$ cat src/rtl/bus_router.sv
// bus_router: single-master, N-slave bus router with registered decode.
//
// A master request is latched in IDLE, decoded against per-slave base/mask
// windows (lowest matching index wins) and forwarded to exactly one slave.
// The selected slave's ready ends the access; read data is registered and
// presented with o_ready until the master drops i_request. Unmapped
// addresses answer in one cycle with o_error.
//
// Optional feature macro: BUS_ROUTER_TIMEOUT_EN
//   defined   - 16-bit saturating access counter; after TIMEOUT cycles
//               without slave ready the access ends with o_error.
//   undefined - no counter; ACCESS waits for slave ready indefinitely.
//
// Ports:
//   i_clock, i_reset_n          clock, asynchronous active-low reset
//   i_request/i_rw/i_address/i_wdata  master request (held until o_ready)
//   o_rdata/o_ready/o_error     registered response to master
//   o_slave_enable              one-hot slave select
//   o_slave_rw/o_slave_address/o_slave_wdata  latched request to slave;
//                               address is relative to the slave's base
//   i_slave_rdata/i_slave_ready packed per-slave read data and ready
module bus_router #(
  parameter int unsigned               SLAVES     = 8,
  parameter int unsigned               DATA_W     = 32,
  parameter logic [SLAVES*32-1:0]      SLAVE_BASE = {SLAVES{32'h0}},
  parameter logic [SLAVES*32-1:0]      SLAVE_MASK = {SLAVES{32'hFFFF0000}},
  parameter int unsigned               TIMEOUT    = 1023
) (
  input  logic                     i_clock,
  input  logic                     i_reset_n,
  input  logic                     i_request,
  input  logic                     i_rw,
  input  logic [31:0]              i_address,
  input  logic [DATA_W-1:0]        i_wdata,
  output logic [DATA_W-1:0]        o_rdata,
  output logic                     o_ready,
  output logic                     o_error,
  output logic [SLAVES-1:0]        o_slave_enable,
  output logic                     o_slave_rw,
  output logic [31:0]              o_slave_address,
  output logic [DATA_W-1:0]        o_slave_wdata,
  input  logic [SLAVES*DATA_W-1:0] i_slave_rdata,
  input  logic [SLAVES-1:0]        i_slave_ready
);

  if (SLAVES < 1 || SLAVES > 16) begin : g_bad_slaves
    $error("bus_router: SLAVES must be in 1..16");
  end
  if (TIMEOUT < 1 || TIMEOUT > 65535) begin : g_bad_timeout
    $error("bus_router: TIMEOUT must be in 1..65535");
  end

  typedef enum logic [1:0] {StIdle, StAccess, StRespond} state_e;

  state_e              r_state;
  logic [DATA_W-1:0]   r_rdata;
  logic                r_ready;
  logic                r_error;
  logic [SLAVES-1:0]   r_enable;
  logic                r_rw;
  logic [31:0]         r_address;
  logic [DATA_W-1:0]   r_wdata;

`ifdef BUS_ROUTER_TIMEOUT_EN
  // The access times out on the edge where the counter already holds TIMEOUT-1,
  // so o_ready rises exactly TIMEOUT edges after the request was accepted.
  localparam logic [15:0] TimeoutLast = 16'(TIMEOUT - 1);
  logic [15:0]         r_count;
`endif

  // Address decode: iterate downwards so the lowest matching index is the
  // last assignment and therefore wins.
  logic [SLAVES-1:0]   w_sel_onehot;
  logic [31:0]         w_sel_base;
  logic                w_any_hit;

  always_comb begin
    w_sel_onehot = '0;
    w_sel_base   = '0;
    w_any_hit    = 1'b0;
    for (int k = int'(SLAVES) - 1; k >= 0; k--) begin
      if ((i_address & SLAVE_MASK[k*32 +: 32]) == SLAVE_BASE[k*32 +: 32]) begin
        w_sel_onehot    = '0;
        w_sel_onehot[k] = 1'b1;
        w_sel_base      = SLAVE_BASE[k*32 +: 32];
        w_any_hit       = 1'b1;
      end
    end
  end

  // Response path is qualified by the latched enable, so ready/rdata from
  // non-selected slaves never reach the master.
  logic                w_sel_ready;
  logic [DATA_W-1:0]   w_sel_rdata;

  always_comb begin
    w_sel_ready = |(i_slave_ready & r_enable);
    w_sel_rdata = '0;
    for (int k = 0; k < int'(SLAVES); k++) begin
      if (r_enable[k]) begin
        w_sel_rdata = i_slave_rdata[k*DATA_W +: DATA_W];
      end
    end
  end

  always_ff @(posedge i_clock or negedge i_reset_n) begin
    if (!i_reset_n) begin
      r_state   <= StIdle;
      r_rdata   <= '0;
      r_ready   <= 1'b0;
      r_error   <= 1'b0;
      r_enable  <= '0;
      r_rw      <= 1'b0;
      r_address <= '0;
      r_wdata   <= '0;
`ifdef BUS_ROUTER_TIMEOUT_EN
      r_count   <= '0;
`endif
    end else begin
      unique case (r_state)
        StIdle: begin
          if (i_request) begin
            r_rw    <= i_rw;
            r_wdata <= i_wdata;
`ifdef BUS_ROUTER_TIMEOUT_EN
            r_count <= '0;
`endif
            if (w_any_hit) begin
              r_enable  <= w_sel_onehot;
              // Offset wraps modulo 2^32 for windows whose mask leaves base bits free.
              r_address <= i_address - w_sel_base;
              r_state   <= StAccess;
            end else begin
              // No slave to offset against: keep the raw address.
              r_address <= i_address;
              r_error   <= 1'b1;
              r_rdata   <= '0;
              r_ready   <= 1'b1;
              r_state   <= StRespond;
            end
          end
        end

        StAccess: begin
          if (w_sel_ready) begin
            r_rdata  <= w_sel_rdata;
            r_error  <= 1'b0;
            r_enable <= '0;
            r_ready  <= 1'b1;
            r_state  <= StRespond;
          end
`ifdef BUS_ROUTER_TIMEOUT_EN
          else if (r_count == TimeoutLast) begin
            r_rdata  <= '0;
            r_error  <= 1'b1;
            r_enable <= '0;
            r_ready  <= 1'b1;
            r_state  <= StRespond;
          end else if (r_count != 16'hFFFF) begin
            r_count <= r_count + 16'd1;
          end
`endif
        end

        StRespond: begin
          if (!i_request) begin
            r_ready <= 1'b0;
            r_state <= StIdle;
          end
        end

        default: r_state <= StIdle;
      endcase
    end
  end

  assign o_rdata         = r_rdata;
  assign o_ready         = r_ready;
  assign o_error         = r_error;
  assign o_slave_enable  = r_enable;
  assign o_slave_rw      = r_rw;
  assign o_slave_address = r_address;
  assign o_slave_wdata   = r_wdata;

endmodule

$ cat config.mk
export PLATFORM = sky130hd
export DESIGN_NAME = bus_router
export DESIGN_NICKNAME = d
export VERILOG_FILES = /design/src/rtl/bus_router.sv
export SDC_FILE = /design/constraint.sdc
export NUM_CORES = 1
export LEC_CHECK = 0
export BUFFER_PORTS_ARGS = -buffer_cell sky130_fd_sc_hd__buf_2
export CELL_PAD_IN_SITES_DETAIL_PLACEMENT = 0
export CELL_PAD_IN_SITES_GLOBAL_PLACEMENT = 1
export CORE_AREA = 2 2 172 174
export CTS_BUF_LIST = sky130_fd_sc_hd__clkbuf_16
export DETAILED_ROUTE_END_ITERATION = 16
export DIE_AREA = 0 0 174 176
export PLACE_DENSITY = 0.53
export SETUP_SLACK_MARGIN = 0.05
export SLEW_MARGIN = 25
export SYNTH_ARGS = -nofsm -noshare
export SYNTH_HDL_FRONTEND = slang
export SYNTH_SLANG_ARGS = --single-unit
$ cat constraint.sdc
create_clock -name i_clock -period 5.1 [get_ports i_clock]
set_input_delay 0.51 -clock i_clock [delete_from_list [all_inputs] [get_ports i_clock]]
set_output_delay 0.51 -clock i_clock [all_outputs]
set_load 0.03 [all_outputs]
==> impl_results.md, run 1 <==
* Post-Synth Adder-Cell Area at 0.008878
* Power Density at 571.4 nW/um2
* Total Power at between 3 and 4 mW
* Worst-Margin Slew at just over 0.9 ns
* Vias in the first global route at ~3,200
* Skew-Pair Late Insertion Delay at between 0.3 and 0.4 ns
* Post-CTS resize count at 0
* Synth Warn # at 0
* Final instance area at 5892 um2
* Net Sw Power at ~1.4 mW
* Gr ovfl total at 0
* CTS tree: done
* Largest family of logic cells by synthesized area: multiplexers
* Worst-path fanout max at 38
* Fillers at 3,180
* Simple-gate portion of the synthesized area at 0.06392
* DRT iter0 DRCs at 83
* Initial Util at 0.1481
* CTS max path bufs at 2
* Final Net Count at between 800 and 900
* Storage cell area at 2552 um2
* Post-Route WL at 12,130 um
* Met2 Usage GRT at 0.1165
* Mux share of post-synthesis cell area at 0.2655
* Diodes inserted at 0
* Grt met3 use at 0.04328
* Post-synth top flop: dfrtp_1
* M1 GR Usage at 0.1071
* Drt via density at around 3.4
* Hold Crit Class: primary input to asynchronous set/reset pin
* Cell mode on critical path: buf_4
* R2r worst-path depth at 8
* CP max stage cell: buf_4
* Die ar. at 30,620 um2
* FMAX at ~0.42 GHz
* Avg Synthesized Cell Area at approximately 15 um2
* Max-slew headroom at 0.3881
* Ys async rst share at 1.000
* CTS Sinks at between 100 and 150
* Sequential fraction of the synthesis area at 0.6037
* CP delay by family, top: buffers and inverters
* Synth cell types at 23
* CP peak stage delay at 0.43 ns
* ANT nets after route at 0
* Residual DRC at 0
* Required @ worst endpoint at 5.33 ns
* WP depth at 8
* Reg clk slew, reported paths at about 0.07 ns
* H-tree Lvls at 3
* RePlAce Congestion at ~0.65
* Status: complete, no violations
* Multi-input gate area at around 1500 um2
* Clk network pwr share at 0.202
* Endpoints failing setup at 0
* WHS at between 0.2 and 0.3 ns
* DIE HEIGHT at between 150 and 200 um
* Fin crit share at 0.4684
* Total Routing Usage GR at 0.08154
* Worst vdd ir at between 0.0003 and 0.0004 V
* I/O Pins at approximately 440
* Max-slew violations at 0
* Most common cell after layout, fill and taps aside: buf_2
* DP Cell Count at 858
* Cts hold-fix bufs at 0
* Buf/Inv on CP at 3
* Final setup TNS at 0 ns
* Non-filler cells in the finished layout at 873
* Setup Buffers After CTS at 0
* Most frequent cells in the layout: 199 x buf_2, 102 x dfrtp_1, 97 x mux2_2
* Root Buffer: clkbuf_16
* Initial antenna violation count at 0
* RSZ-0062 raised after global routing: no
* Post-Synthesis Cells at about 290
* CP endpoint kind: flop
* Top Usage Layer GRT: met2
* Num rows at 62
* DP Wirelength at 8733 um
* Internal power at roughly 2 mW
* Seq pwr share at 0.359
* Largest net degree at the start of global routing at 66
* Share of layout cells above drive strength 1 at 0.6524
* LEAKAGE at approximately 3 nW
* Num CTS Buffers at 9
* Sw frac at 0.4227
* First-pass GRT wire length at 19,270 um
* Hold Vio Cnt, Final at 0
* Comb power frac at 0.440
* Worst path arrival time at around 2.6 ns
* Critical Setup Path Class: flop to flop
* Yosys reg bits at just over 100
* Dpl cell area at about 5600 um2
* Max cap viols at 0
* Die Wd at ~170 um
* Worst path cell trace: inv_1 -> ha_1 -> buf_4 -> nor2_1 -> a211o_1 -> a21oi_4 -> buf_4 -> mux2_2
* CP startpoint kind: flop
* Post-Syn Area at 4228 um2
* Routed len/inst at between 10 and 15 um
* 1st-pass router iterations at 4
* Synth Area in XOR/XNOR at 0
* Post-synthesis compound-gate area fraction at 0.01539
* Post-synth EDFFs at 0
* Area grow syn2layout at 39.36%
* IO Port Bufs at 200
* Core area at approximately 29,000 um2
* Routed via count at 3,010
* Final Critical Period at roughly 2.4 ns
* Worst Skew at roughly 0.010 ns
-- per-layer routing --
layer	share of wire	wire length (um)
met5	0	0
met2	0.41	4951
met3	0.12	1485
met4	0.011	129
met1	0.46	5563
-- per-stage QoR --
stage	setup slack, ns	utilization
floorplan	3.113	-
global placement	2.535	0.1967
detailed placement	2.483	0.1967
CTS	2.654	0.2064
global route	2.527	0.2064
finish	2.711	0.2064
-- worst register-to-register path, stage by stage (launching register included) --
cell and delay (ns):
dfrtp_1 0.39, inv_1 0.10, ha_1 0.15, buf_4 0.33
nor2_1 0.07, a211o_1 0.28, a21oi_4 0.11, buf_4 0.43
mux2_2 0.41
-- cell usage after synthesis (all sizes together), types with 2 or more instances --
library cell / instances / area share
dfrtp: 102 / 0.60
mux2: 97 / 0.26
and3: 32 / 0.047
buf: 17 / 0.030
clkbuf: 8 / 0.0071
inv: 5 / 0.0044
nand2: 4 / 0.0036
nor4: 4 / 0.0059
a21oi: 3 / 0.0062
ha: 3 / 0.0089
mux2i: 3 / 0.0071
a211oi: 2 / 0.0036
nor2: 2 / 0.0018
-- path summary, 6_finish.rpt --
path	endpoint	start	slack [ns]
worst max-delay path	o_rdata[25]	r_state[1]	2.71
worst min-delay path	o_rdata[31]	i_reset_n	0.29
worst max register to register	o_rdata[25]	r_state[1]	2.71
worst min register to register	o_slave_wdata[20]	o_slave_wdata[20]	0.50
max in group asynchronous	o_slave_address[2]	i_reset_n	3.76
min in group i_clock	o_slave_address[14]	i_address[14]	0.38
-- final cells by class --
cell class / instances / area share
multi-input combinational: 163 / 0.2595
tap: 384 / 0.08155
timing repair buffer: 204 / 0.1754
inverter: 5 / 0.003185
sequential: 102 / 0.4332
clock buffer: 9 / 0.03822
clock inverter: 6 / 0.008919
-- logic make-up (layout without fill, tap and decap cells) --
family,Yosys count,count (layout)
AO/OA/AOI/OAI,8,8
adder cells (fa/ha/maj),3,3
buffers and inverters,30,224
flip-flops,102,102
multiplexers,100,100
other,1,7
AND/OR/NAND/NOR,45,45
-- state kept, by name, indices dropped and copies added (netlist names) --
signal           flops
o_slave_address     32
r_state              2
o_rdata             32
o_ready              1
o_slave_enable       1
o_slave_wdata       32
o_slave_rw           1
o_error              1
-- power groups by stage --
| stage | clock network (mW) | logic (mW) | registers, mW |
|---|---|---|---|
| floorplan | 0 | 0.506 | 1.76 |
| global placement | 0 | 1.51 | 1.21 |
| detailed placement | 0 | 1.51 | 1.22 |
| CTS | 0.723 | 1.51 | 1.21 |
| global route | 0.751 | 1.58 | 1.25 |
| finish | 0.679 | 1.48 | 1.21 |
No activity file was read; power rests on OpenSTA's default activity.
==> run 2: changes to the inputs <==
ABC_AREA = 1   (was not set)
CORE_AREA = 2 2 170 172   (was 2 2 172 174)
DIE_AREA = 0 0 172 174   (was 0 0 174 176)
PLACE_DENSITY = 0.56   (was 0.53)
clock period = 2.35 ns   (was 5.1 ns; I/O delays follow)
==> run 2 against run 1 <==
Compared with the run above:
- clock power rose by 140%
- setup slack lost 2.2 ns
- wire length rose by 36%
- hold slack got worse by 0.20 ns
- register-to-register slack lost 2.2 ns
- synthesized cell count rose by 40%
==> impl_results.md, run 2 <==
* Fin crit share at 0.7634 (+0.2949)
* DP Wirelength at 12,770 um (+46%)
* Skew-Pair Late Insertion Delay at 0.36 ns (about the same)
* Total Routing Usage GR at 0.1117 (+0.03018)
* I/O Pins at 439 (unchanged)
* CTS tree: done
* Hold Path Origin: i_address[15]
* Avg Synthesized Cell Area at 10.79 um2 (-26%)
* Worst-path fanout max at 27 (-29%)
* H-tree Lvls at 3 (unchanged)
* IO Port Bufs at 200 (unchanged)
* Hold Crit Class: primary input to flop
* Routed via count at 3,475 (+15%)
* Met2 Usage GRT at 0.1483 (+0.03173)
* Power Density at 1263 nW/um2 (+120%)
* CTS Sinks at 102 (unchanged)
* Synth area leaders: dfrtp_1 58%, mux2_1 13%, nand2_1 7.4%
* Root Buffer: clkbuf_16
* ANT nets after route at 0 (unchanged)
* Post-Synthesis Cells at 406 (+40%)
* M1 GR Usage at 0.1398 (+0.03269)
* Max-slew headroom at 0.6584 (+0.2703)
* Final instance area at 6111 um2 (+3.7%)
* Initial Util at 0.1551 (+0.007033)
* Setup Buffers After CTS at 0 (unchanged)
* Most common cell after layout, fill and taps aside: buf_2
* Yosys reg bits at 102 (unchanged)
* Final Net Count at 940 (+15%)
* Top Usage Layer GRT: met2
* Drt via density at 3.489 (+1.2%)
* Worst vdd ir at 0.0003309 V (-2.9%)
* Area grow syn2layout at 39.50%
* Largest area contributor in the netlist: dfrtp_1
* Largest net degree at the start of global routing at 56 (-15%)
* Synth cell types at 19 (-17%)
* Max-slew violations at 0 (unchanged)
* Worst Skew at 0.01276 ns (+0.002343 ns)
* Post-synth EDFFs at 0 (unchanged)
* Grt met3 use at 0.09312 (+0.04984)
* Fillers at 3,203 (+0.72%)
* Critical Setup Path Class: flop to flop
* Share of layout cells above drive strength 1 at 0.3951 (-0.2573)
* LEAKAGE at 3.255 nW (+7.4%)
* Die Wd at 172 um (-1.1%)
* CTS max path bufs at 2 (unchanged)
* Initial antenna violation count at 3 (+3)
* Die ar. at 29,930 um2 (-2.3%)
* Routed len/inst at 16.58 um (+19%)
* DRT iter0 DRCs at 111 (+34%)
* 1st-pass router iterations at 4 (unchanged)
* First-pass GRT wire length at 23,910 um (+24%)
* Crit path from: r_state[0]
* Reg clk slew, reported paths at 0.08 ns (about the same)
* WHS at 0.08908 ns (-0.1998 ns)
* Core area at 28,240 um2 (-1.1%)
* Num rows at 62 (unchanged)
* CP endpoint kind: flop
* Yosys top cell area share at 0.5827 (-0.02104)
* Endpoints failing setup at 0 (unchanged)
* Multi-input gate area at 1521 um2 (-0.49%)
* Post-Route WL at 16,520 um (+36%)
* FMAX at 0.5575 GHz (+33%)
* RePlAce Congestion at 0.6958 (+7.9%)
* Dpl cell area at 5791 um2 (+3.1%)
* RSZ-0062 raised after global routing: no
* Storage cell area at 2552 um2 (unchanged)
* Ys async rst share at 1.000 (unchanged)
* Gr ovfl total at 0 (unchanged)
* CP startpoint kind: flop
* Crit Reg-Reg Startpoint: r_state[0]
* Worst-Margin Slew at 0.5125 ns (-0.4054 ns)
* Synth Warn # at 0 (unchanged)
* Sequential fraction of the synthesis area at 0.5827 (-0.02104)
* Worst path arrival time at 2.08 ns (-0.54 ns)
* DIE HEIGHT at 174 um (-1.1%)
* Required @ worst endpoint at 2.64 ns (-2.69 ns)
* Most frequent cell after synthesis: dfrtp_1
* Hold Vio Cnt, Final at 0 (unchanged)
* Final Critical Period at 1.794 ns (-0.5951 ns)
* Residual DRC at 0 (unchanged)
* Synth cell count leaders: 102 x dfrtp_1, 86 x nand2_1, 50 x mux2_1, 45 x nor2_1, 36 x inv_1
* Post-Syn Area at 4380 um2 (+3.6%)
* Vias in the first global route at 3,705 (+15%)
* Post-synth top flop: dfrtp_1
* Status: complete, no violations
* Max cap viols at 0 (unchanged)
* Most frequent cells in the layout: 199 x buf_2, 102 x dfrtp_1, 85 x nand2_1
* Num CTS Buffers at 9 (unchanged)
* Final setup TNS at 0 ns (unchanged)
-- run 2: cell count changes in the layout (fill, tap and decap cells not counted), sizes merged, moves of 2 or more --
cell / before / now
nor2: 2 / 45
nand2: 4 / 87
a21oi: 3 / 0
and3: 32 / 0
inv: 8 / 40
diode: 0 / 2
mux2i: 3 / 0
nor4: 4 / 0
buf: 204 / 208
a211oi: 2 / 0
nand3: 0 / 36
mux2: 97 / 65
-- run 2: worst max-delay path, stage by stage, from the launching register on --
cell and delay [ns]:
dfrtp_1 0.40, inv_1 0.08, ha_1 0.34, o211a_1 0.31, buf_4 0.35, nand3_1 0.14, nand2_1 0.09
-- run 2: cell type report --
cell class / count / share of cell area
tap: 384 / 0.07862
timing repair buffer: 209 / 0.1818
clock inverter: 7 / 0.01310
inverter: 36 / 0.02211
multi-input combinational: 247 / 0.2490
antenna: 2 / 0.0008190
clock buffer: 9 / 0.03686
sequential: 102 / 0.4177
-- run 2: what timing repair did --
action,4_1_cts,5_1_grt
hold buffers,1,0
endpoints found under the setup margin,0,0
endpoints found under the hold margin,9,0
resized for setup,0,0
-- run 2: logic make-up after synthesis --
| logic type | count (synthesis) | synth area share |
|---|---|---|
| flops | 102 | 0.5827 |
| buf+inv | 63 | 0.07684 |
| mux | 65 | 0.1671 |
| simple gates | 169 | 0.1588 |
| compound gates | 3 | 0.005141 |
| other cells | 1 | 0.0008561 |
| fa+ha+maj | 3 | 0.008570 |
-- run 2: path summary, 6_finish.rpt --
kind	to	slack (ns)	depth (start not counted)
worst max register to register	o_rdata[27]	0.56	6
worst min-delay path	o_slave_address[15]	0.09	2
worst max-delay path	o_rdata[27]	0.56	6
worst min register to register	o_ready	0.46	2
max in group asynchronous	o_slave_address[23]	1.35	3
min in group asynchronous	o_slave_address[10]	0.25	2
-- run 2: through the flow --
stage	setup slack [ns]	util	cells	power, mW
finish	0.5561	0.2164	996	7.719
CTS	0.5167	0.2162	994	7.917
detailed placement	0.5379	0.2051	977	6.254
global route	0.4239	0.2162	994	8.272
floorplan	0.8468	-	412	4.922
global placement	0.5422	0.2051	977	6.235
-- run 2: per-layer routing --
layer  vias to the layer above  wire length, um
li1                       1677                -
met5                         -               11
met4                         2               95
met1                      1631             7333
met2                       155             6165
met3                        10             2913
-- run 2: power by group --
| group | total [mW] | switching (mW) | internal [mW] | leakage (nW) |
|---|---|---|---|---|
| Clock | 1.60 | 0.754 | 0.844 | 0.147 |
| Sequential | 2.66 | 0.299 | 2.36 | 1.27 |
| Combinational | 3.46 | 2.44 | 1.02 | 1.84 |
| Total | 7.72 | 3.49 | 4.23 | 3.26 |
